==> config.mk <==
export PLATFORM = sky130hd
export DESIGN_NAME = control_sequencer
export DESIGN_NICKNAME = d
export VERILOG_FILES = /design/src/rtl/control_sequencer_pkg.sv /design/src/rtl/control_sequencer_mem_wait_timer.sv /design/src/rtl/control_sequencer.sv
export SDC_FILE = /design/constraint.sdc
export NUM_CORES = 1
export LEC_CHECK = 0
export BUFFER_PORTS_ARGS = -buffer_cell sky130_fd_sc_hd__buf_2
export CAP_MARGIN = 5
export CORE_AREA = 5 5 80 82
export DETAILED_ROUTE_END_ITERATION = 8
export DIE_AREA = 0 0 85 87
export GPL_TIMING_DRIVEN = 0
export PLACE_DENSITY = 0.63
export SLEW_MARGIN = 0
export SYNTH_ARGS = -nofsm -noshare
export SYNTH_HDL_FRONTEND = slang
export SYNTH_HIERARCHICAL = 1
export SYNTH_SLANG_ARGS = --single-unit
==> constraint.sdc <==
create_clock -name clk -period 9.55 [get_ports clk]
set_input_delay 0.4775 -clock clk [delete_from_list [all_inputs] [get_ports clk]]
set_output_delay 0.4775 -clock clk [all_outputs]
set_load 0.03 [all_outputs]
==> src/rtl/control_sequencer_pkg.sv <==
// Shared definitions for the control sequencer: opcodes, ALU codes,
// sequencer states, opcode classes and the control-word layout.
package control_sequencer_pkg;

    // 5-bit opcodes taken from ir[31:27]; unlisted codes are illegal
    localparam logic [4:0] OP_LD   = 5'd0,  OP_LDI  = 5'd1,  OP_ST   = 5'd2,
                           OP_ADD  = 5'd3,  OP_SUB  = 5'd4,  OP_AND  = 5'd5,
                           OP_OR   = 5'd6,  OP_ROR  = 5'd7,  OP_ROL  = 5'd8,
                           OP_SHR  = 5'd9,  OP_SHL  = 5'd11, OP_ADDI = 5'd12,
                           OP_ANDI = 5'd13, OP_ORI  = 5'd14, OP_DIV  = 5'd15,
                           OP_MUL  = 5'd16, OP_NEG  = 5'd17, OP_NOT  = 5'd18,
                           OP_BR   = 5'd19, OP_JR   = 5'd21, OP_MFLO = 5'd24,
                           OP_MFHI = 5'd25, OP_NOP  = 5'd26, OP_HALT = 5'd27;

    // The ALU uses the opcode value as its operation code, so ADD is shared
    localparam logic [4:0] ALU_ADD = OP_ADD;

    typedef enum logic [3:0] {
        S_RESET, S_T0, S_T1, S_T2, S_T3, S_T4, S_T5, S_T6, S_T7, S_HALT
    } state_t;

    // Instructions grouped by the strobe sequence they need
    typedef enum logic [3:0] {
        C_REG, C_UNARY, C_IMM, C_LDI, C_LD, C_ST, C_BR, C_MULDIV,
        C_JR, C_MFHI, C_MFLO, C_NOP, C_HALT, C_ILLEGAL
    } op_class_t;

    typedef struct packed {
        logic       pc_out, pc_in, inc_pc, mar_in, md_in, md_out, md_rd, ir_in;
        logic       y_in, z_in, zlo_out, zhi_out, lo_in, hi_in, con_in;
        logic       gra, grb, grc, r_in, r_out, ba_out, c_out, hi_out, lo_out;
        logic [4:0] alu_op;
        logic       mem_read, mem_write;
    } ctrl_t;

    // Map an opcode onto its sequencing class
    function automatic op_class_t decode_op(input logic [4:0] op, input logic has_muldiv);
        op_class_t result;
        case (op)
            OP_ADD, OP_SUB, OP_AND, OP_OR,
            OP_SHR, OP_SHL, OP_ROR, OP_ROL: result = C_REG;
            OP_NEG, OP_NOT:                 result = C_UNARY;
            OP_ADDI, OP_ANDI, OP_ORI:       result = C_IMM;
            OP_LDI:                         result = C_LDI;
            OP_LD:                          result = C_LD;
            OP_ST:                          result = C_ST;
            OP_BR:                          result = C_BR;
            OP_MUL, OP_DIV:                 result = has_muldiv ? C_MULDIV : C_ILLEGAL;
            OP_JR:                          result = C_JR;
            OP_MFHI:                        result = C_MFHI;
            OP_MFLO:                        result = C_MFLO;
            OP_NOP:                         result = C_NOP;
            OP_HALT:                        result = C_HALT;
            default:                        result = C_ILLEGAL;
        endcase
        return result;
    endfunction

endpackage

==> src/rtl/control_sequencer_mem_wait_timer.sv <==
// Counts consecutive memory wait cycles and flags a timeout on the
// MEM_TIMEOUT-th cycle spent waiting without mem_ready.
module control_sequencer_mem_wait_timer #(
    parameter int MEM_TIMEOUT = 15
) (
    input  logic clk,
    input  logic rst,
    input  logic waiting,
    input  logic mem_ready,
    output logic timeout
);
    localparam logic [3:0] LIMIT = 4'(MEM_TIMEOUT - 1);

    logic [3:0] count;

    // Count unanswered wait cycles; any exit from waiting restarts at zero
    always_ff @(posedge clk or posedge rst) begin
        if (rst)
            count <= 4'd0;
        else if (waiting && !mem_ready && !timeout)
            count <= count + 4'd1;
        else
            count <= 4'd0;
    end

    assign timeout = waiting && !mem_ready && (count == LIMIT);

endmodule

==> src/rtl/control_sequencer.sv <==
// Moore control sequencer for the 32-bit datapath: fetch (T0-T2), decode
// (T3) and execute (T3-T7), with memory waits bounded by a timeout.
//
// Memory handshake: mem_read / mem_write is held high for every cycle of
// the wait state; the transfer completes at the first rising edge where
// mem_ready is high, and the sequencer advances on that same edge. If
// mem_ready is still low on the MEM_TIMEOUT-th cycle, the request drops at
// that edge, illegal is set and the sequencer halts.
module control_sequencer
    import control_sequencer_pkg::*;
#(
    parameter int MEM_TIMEOUT = 15,
    parameter bit HAS_MULDIV  = 1'b1
) (
    input  logic        clk,
    input  logic        clear,
    input  logic [31:0] ir,
    input  logic        con_ff,
    input  logic        mem_ready,
    input  logic        stop,
    output logic        pc_out, pc_in, inc_pc, mar_in, md_in, md_out, md_rd, ir_in,
    output logic        y_in, z_in, zlo_out, zhi_out, lo_in, hi_in, con_in,
    output logic        gra, grb, grc, r_in, r_out, ba_out, c_out, hi_out, lo_out,
    output logic [4:0]  alu_op,
    output logic        mem_read, mem_write,
    output logic        run,
    output logic        illegal,
    output logic [3:0]  state_dbg
);
    state_t     state;
    logic [4:0] op_q;
    logic       illegal_q;
    logic [4:0] cur_op;
    op_class_t  cls;
    logic       waiting;
    logic       timeout;
    ctrl_t      c;
    logic       unused_ir;

    assign unused_ir = ^ir[26:0];

    // The IR is only valid from T3 on; later phases use the opcode latched at T3
    assign cur_op = (state == S_T3) ? ir[31:27] : op_q;
    assign cls    = decode_op(cur_op, HAS_MULDIV);

    assign waiting = (state == S_T1) || (state == S_T6 && cls == C_LD) ||
                     (state == S_T7 && cls == C_ST);

    control_sequencer_mem_wait_timer #(.MEM_TIMEOUT(MEM_TIMEOUT)) u_timer (
        .clk       (clk),
        .rst       (clear),
        .waiting   (waiting),
        .mem_ready (mem_ready),
        .timeout   (timeout)
    );

    // State register, opcode latch and sticky illegal flag
    always_ff @(posedge clk or posedge clear) begin
        if (clear) begin
            state     <= S_RESET;
            op_q      <= 5'd0;
            illegal_q <= 1'b0;
        end else if (timeout) begin
            state     <= S_HALT;
            illegal_q <= 1'b1;
        end else begin
            case (state)
                S_RESET: state <= S_T0;
                S_T0:    state <= stop ? S_HALT : S_T1;
                S_T1:    if (mem_ready) state <= S_T2;
                S_T2:    state <= S_T3;
                S_T3: begin
                    op_q <= ir[31:27];
                    case (cls)
                        C_JR, C_MFHI, C_MFLO, C_NOP: state <= S_T0;
                        C_HALT:                      state <= S_HALT;
                        C_ILLEGAL: begin state <= S_HALT; illegal_q <= 1'b1; end
                        default:                     state <= S_T4;
                    endcase
                end
                S_T4:    state <= S_T5;
                S_T5:    state <= (cls == C_LD || cls == C_ST || cls == C_BR || cls == C_MULDIV)
                                  ? S_T6 : S_T0;
                S_T6: begin
                    if (cls == C_LD) begin
                        if (mem_ready) state <= S_T7;
                    end else if (cls == C_ST) begin
                        state <= S_T7;
                    end else begin
                        state <= S_T0;
                    end
                end
                S_T7:    if (cls != C_ST || mem_ready) state <= S_T0;
                S_HALT:  state <= S_HALT;
                default: state <= S_HALT;
            endcase
        end
    end

    // Control word decode from state, opcode class (and stop in T0, con_ff in T6)
    always_comb begin
        c = '0;
        case (state)
            S_T0: if (!stop) begin c.pc_out = 1'b1; c.mar_in = 1'b1; c.inc_pc = 1'b1; c.z_in = 1'b1; end
            S_T1: begin
                c.zlo_out = 1'b1; c.pc_in = 1'b1; c.mem_read = 1'b1; c.md_rd = 1'b1; c.md_in = 1'b1;
            end
            S_T2: begin c.md_out = 1'b1; c.ir_in = 1'b1; end
            S_T3: case (cls)
                C_REG, C_IMM:       begin c.grb = 1'b1; c.r_out = 1'b1; c.y_in = 1'b1; end
                C_LDI, C_LD, C_ST:  begin c.grb = 1'b1; c.ba_out = 1'b1; c.y_in = 1'b1; end
                C_BR:               begin c.gra = 1'b1; c.r_out = 1'b1; c.con_in = 1'b1; end
                C_MULDIV:           begin c.gra = 1'b1; c.r_out = 1'b1; c.y_in = 1'b1; end
                C_JR:               begin c.gra = 1'b1; c.r_out = 1'b1; c.pc_in = 1'b1; end
                C_MFHI:             begin c.hi_out = 1'b1; c.gra = 1'b1; c.r_in = 1'b1; end
                C_MFLO:             begin c.lo_out = 1'b1; c.gra = 1'b1; c.r_in = 1'b1; end
                default:            ;
            endcase
            S_T4: case (cls)
                C_REG:              begin c.grc = 1'b1; c.r_out = 1'b1; c.alu_op = op_q; c.z_in = 1'b1; end
                C_UNARY, C_MULDIV:  begin c.grb = 1'b1; c.r_out = 1'b1; c.alu_op = op_q; c.z_in = 1'b1; end
                C_IMM:              begin c.c_out = 1'b1; c.alu_op = op_q; c.z_in = 1'b1; end
                C_LDI, C_LD, C_ST:  begin c.c_out = 1'b1; c.alu_op = ALU_ADD; c.z_in = 1'b1; end
                C_BR:               begin c.pc_out = 1'b1; c.y_in = 1'b1; end
                default:            ;
            endcase
            S_T5: case (cls)
                C_REG, C_UNARY, C_IMM, C_LDI: begin c.zlo_out = 1'b1; c.gra = 1'b1; c.r_in = 1'b1; end
                C_LD, C_ST:         begin c.zlo_out = 1'b1; c.mar_in = 1'b1; end
                C_BR:               begin c.c_out = 1'b1; c.alu_op = ALU_ADD; c.z_in = 1'b1; end
                C_MULDIV:           begin c.zlo_out = 1'b1; c.lo_in = 1'b1; end
                default:            ;
            endcase
            S_T6: case (cls)
                C_LD:               begin c.mem_read = 1'b1; c.md_rd = 1'b1; c.md_in = 1'b1; end
                C_ST:               begin c.gra = 1'b1; c.r_out = 1'b1; c.md_in = 1'b1; end
                C_BR:               if (con_ff) begin c.zlo_out = 1'b1; c.pc_in = 1'b1; end
                C_MULDIV:           begin c.zhi_out = 1'b1; c.hi_in = 1'b1; end
                default:            ;
            endcase
            S_T7: case (cls)
                C_LD:               begin c.md_out = 1'b1; c.gra = 1'b1; c.r_in = 1'b1; end
                C_ST:               c.mem_write = 1'b1;
                default:            ;
            endcase
            default: ;
        endcase
    end

    assign {pc_out, pc_in, inc_pc, mar_in, md_in, md_out, md_rd, ir_in} =
           {c.pc_out, c.pc_in, c.inc_pc, c.mar_in, c.md_in, c.md_out, c.md_rd, c.ir_in};
    assign {y_in, z_in, zlo_out, zhi_out, lo_in, hi_in, con_in} =
           {c.y_in, c.z_in, c.zlo_out, c.zhi_out, c.lo_in, c.hi_in, c.con_in};
    assign {gra, grb, grc, r_in, r_out, ba_out, c_out, hi_out, lo_out} =
           {c.gra, c.grb, c.grc, c.r_in, c.r_out, c.ba_out, c.c_out, c.hi_out, c.lo_out};
    assign alu_op    = c.alu_op;
    assign mem_read  = c.mem_read;
    assign mem_write = c.mem_write;
    assign run       = (state != S_RESET) && (state != S_HALT);
    assign illegal   = illegal_q;
    assign state_dbg = state;

endmodule

; Yosys cells after proc, flatten, opt, wreduce, memory -nomap -nowiden
; Memory sizes are Yosys's and may differ from the RTL's.
; Index checks and enable logic that the tools add are counted.
[totals]
mem_bits_ro = 128
register_bits = 14
mem_count = 1
input_bits = 37
elab_cells = 134
out_inout_bits = 37
[op_classes]
muxes = 65
n_eq_ne = 27
n_reduce_logical = 36
addsub = 1
[memory_table]
columns = name, words, word_bits, read_ports, rd_ports_with_merged_regs, wr, line
row1 = (no name shown), 32, 4, 1, 0, 0, control_sequencer_pkg.sv:39  ; case (op)
[op_table]
columns = operator, count
row1 = $pmux W4 S9, 1
row2 = $mux W1, 34
row3 = $eq A4 B3 Y1 const B, 8
row4 = $eq A4 B4 Y1 const B, 8
row5 = $mux W4, 8
row6 = $pmux W5 S2, 2
row7 = $eq A4 B2 Y1 const B, 4
row8 = $pmux W1 S2, 8
row9 = $reduce_or A4 Y1, 4
row10 = $pmux W1 S3, 5
row11 = $reduce_or A5 Y1, 3
row12 = $eq A4 B1 Y1 const B, 2
row13 = $logic_not A4 Y1, 2
row14 = $ne A4 B3 Y1 const B, 2
row15 = $pmux W4 S2, 1
row16 = $reduce_or A2 Y1, 4
row17 = $reduce_or A7 Y1, 1
row18 = $logic_and A1 B1 Y1, 6
row19 = $logic_or A1 B1 Y1, 6
row20 = $mux W2, 3
row21 = $reduce_or A3 Y1, 2
row22 = $reduce_or A6 Y1, 1
row23 = $mux W5, 1
row24 = $add A4 B1 Y4 const B, 1
row25 = 10 further kinds, 12

; Logic depth before layout (Yosys ltp)
; Gate-level depths: netlist (run 1).
; An unclocked memory read counts as a cell.
[depth]
ltp_word = 12
ltp_mapped = 18
mapped_depth_nobuf = 15

; Cells and area by module
; The synthesis (run 1) kept the hierarchy.
[by_module_without_submodules]
columns = module, seq_area_each_um2, cells_per_inst, n_inst, area_per_inst_um2
row1 = control_sequencer, 250.2, 232, 1, 1712.9
row2 = control_sequencer_mem_wait_timer, 100.1, 18, 1, 192.7

; Least setup slack after synthesis (run 1)
; No wires, ideal clock.
[synth_path]
path_type = reg2out
start = register state[0] (netlist: state_dbg[0])
end = output r_out
arrival_time_ps = 3850
path_stages_with_launch = 16
path_slack_ps = 5222
required_time_ps = 9073
n_path_buf = 2
path_cell_list = dfrtp_1 nor4b_4 buf_6 buf_2 nand2_1 nand2_1 inv_1 ha_1 nor2b_1 o21ai_2 a31oi_4 o2111ai_2 nand2_1 nor3_1 a211oi_1 nand2_1
[synth_between]
elab_chain_len = 7
elab_cells_between_ends = 18
cone_classes = eq/ne (9) / mux (5) / reduce/logical (3) / memory (1)
[synth_rtl]
columns = item, line
row1 = "start, declared", control_sequencer.sv:30  ; state_t state;
row2 = "start signal, assigned", control_sequencer.sv:69  ; S_T0: state <= stop ? S_HALT : S_T1;
row3 = "start signal, assigned", control_sequencer.sv:82  ; S_T5: state <= (cls == C_LD || cls == C_ST || cls == C_BR || cls == C_MULDIV)
row4 = $eq A4 B3 Y1 (*), control_sequencer.sv:43  ; assign cur_op = (state == S_T3) ? ir[31:27] : op_q;
row5 = $mux W5 (*), n/a
row6 = net cur_op[0], control_sequencer.sv:33  ; logic [4:0] cur_op;
row7 = $mem_v2 Z32 W4 (*), n/a
row8 = $eq A4 B3 Y1 (tied with other cells), control_sequencer.sv:109  ; S_T3: case (cls)
row9 = $reduce_or A5 Y1 (no line) or $reduce_or A3 Y1 (tied branches), n/a
row10 = "$mux W1, on equally long branches", "control_sequencer.sv:109, control_sequencer.sv:119"
row11 = $pmux W1 S3 (*), control_sequencer.sv:103  ; case (state)
row12 = "end, declared", control_sequencer.sv:23  ; output logic gra, grb, grc, r_in, r_out, ba_out, c_out, hi_out, lo_out,
; Mark *: on every way through the listed nets, which the timed path passes. The rest lies on a longest branch.

; Worst setup path in the final report (run 1)
[layout_path]
start = register state[0] (netlist: state_dbg[0])
end = register state[0] (netlist: state_dbg[0])
[layout_between]
elab_chain_len = 11
elab_cells_between_ends = 29
cone_classes = eq/ne (14) / mux (5) / reduce/logical (9) / memory (1)
[layout_rtl]
columns = item, line
row1 = $eq A4 B3 Y1 (*), control_sequencer.sv:43
row2 = $mux W5 (*), n/a
row3 = net cur_op[0], control_sequencer.sv:33
row4 = $mem_v2 Z32 W4 (*), n/a
row5 = $eq A4 B3 Y1, control_sequencer.sv:46  ; assign waiting = (state == S_T1) || (state == S_T6 && cls == C_LD) ||
row6 = $logic_and A1 B1 Y1, control_sequencer.sv:46
row7 = $logic_or A1 B1 Y1, control_sequencer.sv:46
row8 = $logic_or A1 B1 Y1 (*), control_sequencer.sv:46
row9 = net waiting, control_sequencer.sv:35  ; logic waiting;
row10 = $logic_and A1 B1 Y1 (*) (2 in a row), control_sequencer_mem_wait_timer.sv:26  ; assign timeout = waiting && !mem_ready && (count == LIMIT);
row11 = net timeout, control_sequencer.sv:36  ; logic timeout;
row12 = $ne A4 B3 Y1 (no line) (tied with other cells), n/a
row13 = $reduce_and A3 Y1 (no line), n/a
; Marks and branches as above.
; A chain may end at the register's enable or synchronous reset.

==> results of run 1 <==
==> worst max-delay path, delay by kind of cell (launching register included) <==
family	cells	cell delay [ps]
and+or+nand+nor	8	1540
AOI/OAI and AO/OA	4	1070
buffers and inverters	4	970
DFF	1	440
muxes	1	310
adders and majority gates	1	210
==> cells by family (layout without fill, tap and decap cells) <==
| group | after synthesis | after routing | share of synthesized area (%) |
|---|---|---|---|
| multiplexers | 14 | 14 | 8.076 |
| XOR/XNOR | 2 | 2 | 0.9194 |
| AND/OR/NAND/NOR | 124 | 124 | 34.87 |
| AO/OA/AOI/OAI | 60 | 60 | 25.28 |
| flip-flops | 14 | 14 | 18.38 |
| adder cells (fa/ha/maj) | 8 | 8 | 5.253 |
| buffers and inverters | 28 | 77 | 7.222 |
==> state kept, by name, indices dropped and copies added, names as in the netlist <==
| register | flops |
|---|---|
| illegal | 1 |
| op_q | 5 |
| state_dbg | 4 |
| u_timer/count | 4 |
==> cells in the mapped netlist, types with 2 or more instances <==
cell	instances	area, um2
sky130_fd_sc_hd__inv_1	14	52.55
sky130_fd_sc_hd__nand3b_1	6	45.04
sky130_fd_sc_hd__nor4_1	2	12.51
sky130_fd_sc_hd__a21oi_1	5	25.02
sky130_fd_sc_hd__nor2_1	26	97.59
sky130_fd_sc_hd__and3_1	5	31.28
sky130_fd_sc_hd__buf_4	2	15.01
sky130_fd_sc_hd__o21ai_1	6	30.03
sky130_fd_sc_hd__buf_1	2	7.510
sky130_fd_sc_hd__dfrtp_1	14	350.3
sky130_fd_sc_hd__nand3_1	17	85.08
sky130_fd_sc_hd__nor2b_1	6	37.54
sky130_fd_sc_hd__nand2b_1	7	43.79
sky130_fd_sc_hd__a31oi_4	2	42.54
sky130_fd_sc_hd__o21ai_2	2	17.52
sky130_fd_sc_hd__buf_2	2	10.01
sky130_fd_sc_hd__nor3_1	7	35.03
sky130_fd_sc_hd__o22a_1	2	17.52
sky130_fd_sc_hd__mux2_2	7	78.83
sky130_fd_sc_hd__nor3b_1	2	15.01
sky130_fd_sc_hd__a31oi_1	2	12.51
sky130_fd_sc_hd__o22ai_1	3	18.77
sky130_fd_sc_hd__nand4_1	3	18.77
sky130_fd_sc_hd__nand2_1	25	93.84
sky130_fd_sc_hd__clkbuf_1	5	18.77
sky130_fd_sc_hd__or3_1	3	18.77
sky130_fd_sc_hd__o21ai_0	15	75.07
sky130_fd_sc_hd__and2_1	6	37.54
sky130_fd_sc_hd__buf_6	3	33.78
sky130_fd_sc_hd__mux2i_1	6	60.06
sky130_fd_sc_hd__o211ai_1	3	22.52
sky130_fd_sc_hd__ha_1	8	100.1
==> final cells by class <==
type                            instances  area (um2)  area share, %
Buffer                                 14       85.08          3.747
Clock buffer                            3       41.29          1.818
Inverter                               14       52.55          2.314
Multi-Input combinational cell        208        1418          62.42
Sequential cell                        14       350.3          15.43
Tap cell                               75       93.84          4.132
Timing Repair Buffer                   46       230.2          10.14
==> per-layer routing <==
layer  vias to the layer above  wire (um)
li1                       1006          -
met1                       943       2566
met2                        93       2479
met3                        13        489
met4                         0        141
met5                         -          0
==> worst min path at each step <==
stage | start | end | slack (ps)
after floorplan | clear | u_timer/count[0]$_DFF_PP0_ | 240
after global placement | clear | u_timer/count[0]$_DFF_PP0_ | 380
after detailed placement | clear | u_timer/count[0]$_DFF_PP0_ | 380
after CTS | clear | u_timer/count[0]$_DFF_PP0_ | 110
after global routing | clear | u_timer/count[0]$_DFF_PP0_ | 130
final | clear | u_timer/count[0]$_DFF_PP0_ | 110
==> power groups by stage <==
stage	logic [mW]	registers (mW)	clock network [mW]
after floorplan	0.410	0.110	0
after global placement	0.541	0.101	0
after detailed placement	0.543	0.101	0
after CTS	0.545	0.0996	0.0480
after global routing	0.603	0.104	0.0512
final	0.551	0.0998	0.0465
==> stage by stage <==
stage	instances	worst slack, ps	hold slack, ps
2_1_floorplan	250	5222	243.6
3_3_place_gp	371	4985	375.1
4_1_cts	374	4927	114.2
5_1_grt	374	4623	126.5
3_5_place_dp	371	4972	376.2
6_report	374	4880	113.1
==> impl_metrics.yaml, run 1 <==
run_status:
  outcome: "finished, final reports clean"
global_route:
  number_of_global_route_vias_before_repair: 1933
  antenna_found_initial: 0
  grt_max_degree: 11
  use_met2_pct: 23.09
  use_met3_pct: 3.690
  grt_use_met1_pct: 20.69
  top_usage_layer: "met2"
  overflow: 0
  first_pass_grt_wire_length_mm: 9.342
  grt.total_usage_pct: 15.33
timing:
  totalNegativeSetupSlack_ps: 0
  tightestPinTransition_ps: 585.4
  fmax_mhz: 214.1
  finalCritPeriodShare_pct: 48.90
  maxSlewHeadroom_pct: 59.86
  final_setup_fails: 0
  drv_slew: 0
  clock-skew-final_ps: 6.963
  fin_crit_ps: 4670
  hold_viol: 0
  rsz0062_at_grt: "false"
setup_path:
  critical_path.max_fanout: 10
  worst_r2r_end: "state_dbg[0]$_DFFE_PP0P_"
  worstRegToRegCells: 18
  cp-end-kind: "flop"
  worstReg2RegStart: "state_dbg[0]$_DFFE_PP0P_"
  worst_setup_path_start_kind: "flop"
  crit_arrival_ps: 4790
  worstPathCellList: "nor4b_4, buf_6, buf_2, nand2_1, nand2_1, inv_1, ha_1, nor2b_1, o21ai_0, o32a_1, o211a_4, nand4b_1, o21ai_2, nor3b_1, buf_1, nor2_1, nand2_2, mux2_4"
  worstPathRequired_ps: 9670
  cp_common_cell: "sky130_fd_sc_hd__nand2_1"
  crit_path_top_delay_cell: "sky130_fd_sc_hd__nor4b_4"
  path_class: "reg -> reg"
  crit_path_max_cell_delay_ps: 490
  timing.critical_path.to: "state_dbg[0]$_DFFE_PP0P_"
  reg2reg_slack_ps: 4880
  critPathLaunch: "state_dbg[0]$_DFFE_PP0P_"
power_and_ir_drop:
  power_report.internal_total_mw: 0.2936
  power.clock.fraction_pct: 6.7
  combinationalPowerShare_pct: 79.0
  power.switching_fraction_pct: 57.90
  design_power_total_mw: 0.6975
  peakVddDrop_uv: 98.51
  static-leakage-power_nw: 1.088
  cellPowerDensity_nw_per_um2: 307.1
  seqPwrFrac_pct: 14.3
  switchingPower_mw: 0.4039
route:
  drt_first_iter_violations: 255
  detailedRoute.firstPassIterationCount: 4
  drt_wl_total_mm: 5.676
  drt-vias-per-instance: 5.495
  drc_errors: 0
  route.vias.total: 2055
  drtAntennaViolNets: 0
  wire_per_inst_um: 15.18
logic_synthesis:
  dominantRegCellSynth: "sky130_fd_sc_hd__dfrtp_1"
  ys_seq_elements: 14
  synthArstFlopShare_pct: 100.0
  ys_seq_area_share_pct: 18.38
  yosys_warning_total: 6
  syn-instance-count: 250
  mappedNetlistNets: 295
  syn_area_cell_um2: 7.622
  synth_enable_flop_cells: 0
  netlist-cell-type-count: 64
  netlist_area_um2: 1906
clock_tree:
  clock-root-buffer: "sky130_fd_sc_hd__clkbuf_8"
  cts_hold_buf: 0
  clkTransAtPathRegs_ps: 60
  post_cts.resized_instances: 0
  cts_buffers: 3
  buffer_depth_of_the_longest_clock_path: 2
  tritoncts_clock_tree: "built"
  clock_sink_count: 14
  htreeDepth: 1
  cts.repair_timing.setup_buffer_count: 0
  worst_skew_pair.late_latency_ps: 240
placement:
  hpwlAfterDp_mm: 4.540
  globalplace.congestion: 0.8767
  placed_standard_cell_area_um2: 2230
  buffer_ports.inserted: 46
die:
  die_height_um: 87
  die_width_um: 85
  io_pins: 74
  die_area_um2: 7395
  rows: 28
  initial_utilization_pct: 33.58
  coreArea_um2: 5675
finish:
  most-common-layout-cells: "sky130_fd_sc_hd__buf_2, sky130_fd_sc_hd__nor2_1, sky130_fd_sc_hd__nand2_1"
  n_fill_cell: 611
  final_design_area_excluding_fillers_um2: 2271
  layout.nets: 346
  area_growth_pct: 19.17
  final_core_util_pct: 40.01
  diode_count: 0
  final_layout_size_suffix_gt1_share_pct: 27.42
  final_common_cell: "sky130_fd_sc_hd__buf_2"
worst_hold_path:
  min-delay-path-class: "in -> async"
run:
  drv.max_cap_violation_count: 0
(Power assumes the default switching activity.)
==> run 2, diff against run 1 <==
Clock period 9.55 ns to 4.35 ns, I/O delays scaled along.
==> run 2 against run 1 <==
Net effect:
- hold slack improved by 240 ps
- via count is 4.8% higher
- register-to-register slack got worse by 4600 ps
==> impl_metrics.yaml, run 2 (synthesis gave the netlist of run 1 again) <==
run_status:
  outcome: "finished, final reports clean"
finish:
  area_growth_pct: 24.49
  final_layout_size_suffix_gt1_share_pct: 31.92
  final_common_cell: "sky130_fd_sc_hd__buf_2"
  sequential_cell_area_um2: 351.6
  area_used_by_multi_input_combinational_logic_um2: 1446
  top_register: "op_q"
  most-common-layout-cells: "sky130_fd_sc_hd__buf_2, sky130_fd_sc_hd__nor2_1, sky130_fd_sc_hd__nand2_1"
  final_core_util_pct: 41.80
  final_standard_cell_count_with_taps_included_and_fillers_excluded: 382
  layout.nets: 354
  n_fill_cell: 608
  flip_flop_count_of_the_largest_register_all_copies_and_words_added: 5
  final_design_area_excluding_fillers_um2: 2372
  diode_count: 0
timing:
  fin_crit_ps: 4148
  final_setup_fails: 0
  drv_slew: 0
  timing.hold.ws_ps: 353.8
  hold_viol: 0
  post-route-worst-setup-slack_ps: 201.9
  tightestPinTransition_ps: 677.1
  totalNegativeSetupSlack_ps: 0
  finalCritPeriodShare_pct: 95.36
  fmax_mhz: 241.1
  clock-skew-final_ps: 7.901
  maxSlewHeadroom_pct: 53.57
clock_tree:
  buffer_depth_of_the_longest_clock_path: 2
  worst_skew_pair.late_latency_ps: 240
  tritoncts_clock_tree: "built"
  clock_sink_count: 14
  cts_buffers: 3
  htreeDepth: 1
  clkTransAtPathRegs_ps: 50
  clock-root-buffer: "sky130_fd_sc_hd__clkbuf_8"
global_route:
  grt_max_degree: 11
  grt.total_usage_pct: 15.35
  overflow: 0
  number_of_global_route_vias_before_repair: 1937
  first_pass_grt_wire_length_mm: 9.349
  antenna_found_initial: 0
die:
  coreArea_um2: 5675
  initial_utilization_pct: 33.58
  io_pins: 74
  die_height_um: 87
  rows: 28
  die_width_um: 85
  die_area_um2: 7395
setup_path:
  worstPathRequired_ps: 4130
  cp_num_buf_inv: 5
  worstPathCellList: "nor4b_4, buf_6, clkbuf_4, nand2_1, nand2_2, inv_1, ha_2, nor2b_1, nor3_2, o22ai_1, o211ai_2, nand2_1, buf_2, nand3_1, nand4_1, o21ai_1, buf_2"
  crit_arrival_ps: 3930
  worst_setup_path_start_kind: "flop"
  cp-end-kind: "output pin"
  worstReg2RegStart: "state_dbg[3]$_DFFE_PP0P_"
  path_class: "reg -> out"
  critPathLaunch: "state_dbg[3]$_DFFE_PP0P_"
  crit_path_top_delay_cell: "sky130_fd_sc_hd__dfrtp_2"
  reg2reg_slack_ps: 250
  worst_r2r_end: "state_dbg[0]$_DFFE_PP0P_"
  critical_path.max_fanout: 10
  crit_path_max_cell_delay_ps: 470
  path_delay_family: "simple AND/OR/NAND/NOR gates"
  worstRegToRegCells: 18
placement:
  hpwlAfterDp_mm: 4.540
  globalplace.congestion: 0.8767
  buffer_ports.inserted: 46
  placed_standard_cell_area_um2: 2230
  preCtsSetupSlack_ps: -228.4
  place_inst: 371
route:
  drt-vias-per-instance: 5.636
  drt_wl_total_mm: 5.790
  wire_per_inst_um: 15.16
  drc_errors: 0
  route.vias.total: 2153
  detailedRoute.firstPassIterationCount: 5
  drtAntennaViolNets: 0
  drt_first_iter_violations: 244
worst_hold_path:
  whs_endpoint: "state_dbg[2]$_DFFE_PP0P_"
  worst_hold_path_startpoint: "mem_ready"
  worst_hold_stages: 4
  min-delay-path-class: "in -> reg"
power_and_ir_drop:
  design_power_total_mw: 1.571
  peakVddDrop_uv: 248.4
  cellPowerDensity_nw_per_um2: 662.3
  static-leakage-power_nw: 1.130
run:
  drv.max_cap_violation_count: 0
-- run 2: changes by cell type in the layout (fill, tap and decap cells not counted), sizes merged --
cell / change
buf: +4
clkbuf: +3
dlygate4sd3: +1
-- run 2: how the worst max path moves through the flow --
stage	endpoint	slack [ps]	cells past startpoint
after floorplan	r_out	280	15
final	alu_op[0]	200	17
after detailed placement	state_dbg[0]$_DFFE_PP0P_	-230	18
after global placement	state_dbg[0]$_DFFE_PP0P_	-220	18
after global routing	alu_op[0]	-4	17
after CTS	state_dbg[0]$_DFFE_PP0P_	70	18
-- run 2: cell type report --
class                      instances  area share, %
clock buffer                       3          1.741
timing repair buffer              54          12.45
multi-input combinational        208          60.97
tap                               75          3.956
buffer                            14          3.850
inverter                          14          2.215
sequential                        14          14.82
-- run 2: worst min-delay path: cells and delay by family --
kind | cells | cell delay (ps)
buf+inv | 1 | 120
simple gates | 2 | 140
compound gates | 1 | 70
-- run 2: repair_timing --
| item | 4_1_cts | 5_1_grt |
|---|---|---|
| setup buffers | 1 | 6 |
| hold buffers | 1 | 0 |
| endpoints found under the hold margin | 14 | 0 |
| setup endpoints to repair | 10 | 24 |
| resized for setup | 1 | 14 |
| pin swaps | 1 | 6 |
-- run 2: report_power, final --
group / switching, mW / total [mW] / internal [mW]
registers: 0.0537 / 0.221 / 0.167
clock network: 0.0418 / 0.103 / 0.0610
logic: 0.814 / 1.25 / 0.433
-- run 2: layer usage --
metal  track usage, %  part of all wire (%)
met5                0                     0
met4            7.050                   2.8
met2            23.09                    45
met3            3.690                   9.2
met1            20.69                    43
==> run 3, diff against run 2 <==
Settings changed: PLACE_DENSITY 0.63 to 0.62.
==> run 3 against run 2 <==
Net effect:
- total power rose by 3.9%
- cell area rose by 0.37%
- sequential share of layout area fell by 0.054 points
- die area did not move
- routed wire length rose by 1.6%
- via count fell by 2.0%
- count of clock-buffer cells in the layout rose by 1
- sequential cell count did not move
- fmax rose by 0.55%
- setup slack improved by 23 ps
- sequential power barely moved
==> impl_metrics.yaml, run 3 (synthesis gave the netlist of run 1 again) <==
timing:
  totalNegativeSetupSlack_ps: 0
  hold_viol: 0
  final_setup_fails: 0
  fin_crit_ps: 4126
  drv_slew: 0
  clock-skew-final_ps: 3.067
  maxSlewHeadroom_pct: 58.54
  finalCritPeriodShare_pct: 94.84
  rsz0062_at_grt: "false"
  tightestPinTransition_ps: 604.7
  fmax_mhz: 242.4
route:
  drt_first_iter_violations: 172
  detailedRoute.firstPassIterationCount: 4
  drt_wl_total_mm: 5.884
  drt-vias-per-instance: 5.526
  drtAntennaViolNets: 0
  drc_errors: 0
  route.vias.total: 2111
  wire_per_inst_um: 15.40
clock_tree:
  worst_skew_pair.late_latency_ps: 240
  clkTransAtPathRegs_ps: 60
  cts_buffers: 3
  buffer_depth_of_the_longest_clock_path: 2
  clock-root-buffer: "sky130_fd_sc_hd__clkbuf_8"
  htreeDepth: 1
  clock_sink_count: 14
  tritoncts_clock_tree: "built"
finish:
  final_core_util_pct: 41.95
  area_growth_pct: 24.95
  layout.nets: 353
  final_design_area_excluding_fillers_um2: 2381
  diode_count: 0
  final_standard_cell_count_with_taps_included_and_fillers_excluded: 382
  flip_flop_count_of_the_largest_register_all_copies_and_words_added: 5
  top_register: "op_q"
  most-common-layout-cells: "sky130_fd_sc_hd__buf_2, sky130_fd_sc_hd__nor2_1, sky130_fd_sc_hd__nand2_1"
  final_common_cell: "sky130_fd_sc_hd__buf_2"
  final_layout_size_suffix_gt1_share_pct: 31.60
global_route:
  number_of_global_route_vias_before_repair: 2025
  grt_max_degree: 11
  grt.total_usage_pct: 15.70
  antenna_found_initial: 0
  first_pass_grt_wire_length_mm: 9.742
  overflow: 0
setup_path:
  worstRegToRegCells: 18
  crit_arrival_ps: 4250
  cp-end-kind: "flop"
  crit_cells: 18
  path_class: "reg -> reg"
  critical_path.max_fanout: 10
  crit_path_top_delay_cell: "sky130_fd_sc_hd__dfrtp_1"
  worstPathRequired_ps: 4470
  worstPathCellList: "nor4b_4, buf_6, buf_2, nand2_1, nand2_1, inv_1, ha_2, nor2b_1, nor3_2, o22ai_2, o211a_4, nand4b_1, o21ai_2, nor3b_1, buf_2, nor2_1, nand2_2, mux2_4"
  path_delay_family: "simple AND/OR/NAND/NOR gates"
  cp_num_buf_inv: 4
  worst_setup_path_start_kind: "flop"
  crit_path_max_cell_delay_ps: 440
placement:
  placed_standard_cell_area_um2: 2230
  place_inst: 371
  buffer_ports.inserted: 46
  hpwlAfterDp_mm: 4.668
  globalplace.congestion: 0.8905
die:
  die_height_um: 87
  initial_utilization_pct: 33.58
  coreArea_um2: 5675
  io_pins: 74
  rows: 28
  die_area_um2: 7395
  die_width_um: 85
power_and_ir_drop:
  peakVddDrop_uv: 227.8
  static-leakage-power_nw: 1.134
  cellPowerDensity_nw_per_um2: 685.7
worst_hold_path:
  min-delay-path-class: "in -> reg"
  worst_hold_stages: 3
run_status:
  outcome: "finished, final reports clean"
run:
  drv.max_cap_violation_count: 0
## run 3: worst paths after layout
| kind | start | endpoint | slack [ps] |
|---|---|---|---|
| max | state_dbg[0]$_DFFE_PP0P_ | state_dbg[0]$_DFFE_PP0P_ | 220 |
| min | mem_ready | state_dbg[3]$_DFFE_PP0P_ | 340 |
| max reg2reg | state_dbg[0]$_DFFE_PP0P_ | state_dbg[0]$_DFFE_PP0P_ | 220 |
| min reg2reg | u_timer/count[0]$_DFF_PP0_ | u_timer/count[0]$_DFF_PP0_ | 500 |
| max in group asynchronous | clear | state_dbg[3]$_DFFE_PP0P_ | 3530 |
| min in group asynchronous | clear | u_timer/count[2]$_DFF_PP0_ | 400 |
## run 3: metrics by stage
stage                     hold WS (ps)  setup slack (ps)  power, mW
after floorplan                 -16.42             282.3      1.141
after global placement           120.9            -269.1      1.416
after detailed placement         114.8            -258.9      1.418
after CTS                        333.3             62.54      1.550
after global routing             368.7             14.18      1.786
final                            341.3             224.4      1.633
## run 3: final cells by class
type	instances	area [um2]
fillers	618	3294
clock buffers	4	55.05
multi-input cells	208	1456
well taps	75	93.84
flip-flops and latches	14	351.6
repair buffers	53	285.3
inverters	14	52.55
plain buffers	14	86.33
## run 3: tightest hold or removal path, stage by stage
cell	delay (ps)
sky130_fd_sc_hd__buf_2	120
sky130_fd_sc_hd__nor3_1	70
sky130_fd_sc_hd__a31oi_1	130
## run 3: layer usage
metal | global-route usage, % | routed length (um)
met5 | 0 | 0
met4 | 5.324 | 36
met3 | 2.744 | 406
met2 | 25.42 | 2808
met1 | 21.06 | 2633
## run 3: timing repair
| item | 4_1_cts | 5_1_grt |
|---|---|---|
| pin swaps | 1 | 3 |
| resized for setup | 1 | 11 |
| buffers inserted | 1 | 5 |
| endpoints found under the hold margin | 14 | 0 |
| hold buffers | 1 | 0 |
| setup endpoints to repair | 9 | 21 |
## run 3: power breakdown
group	switching (mW)	internal (mW)
clock	0.0425	0.0800
sequential	0.0564	0.167
combinational	0.827	0.459
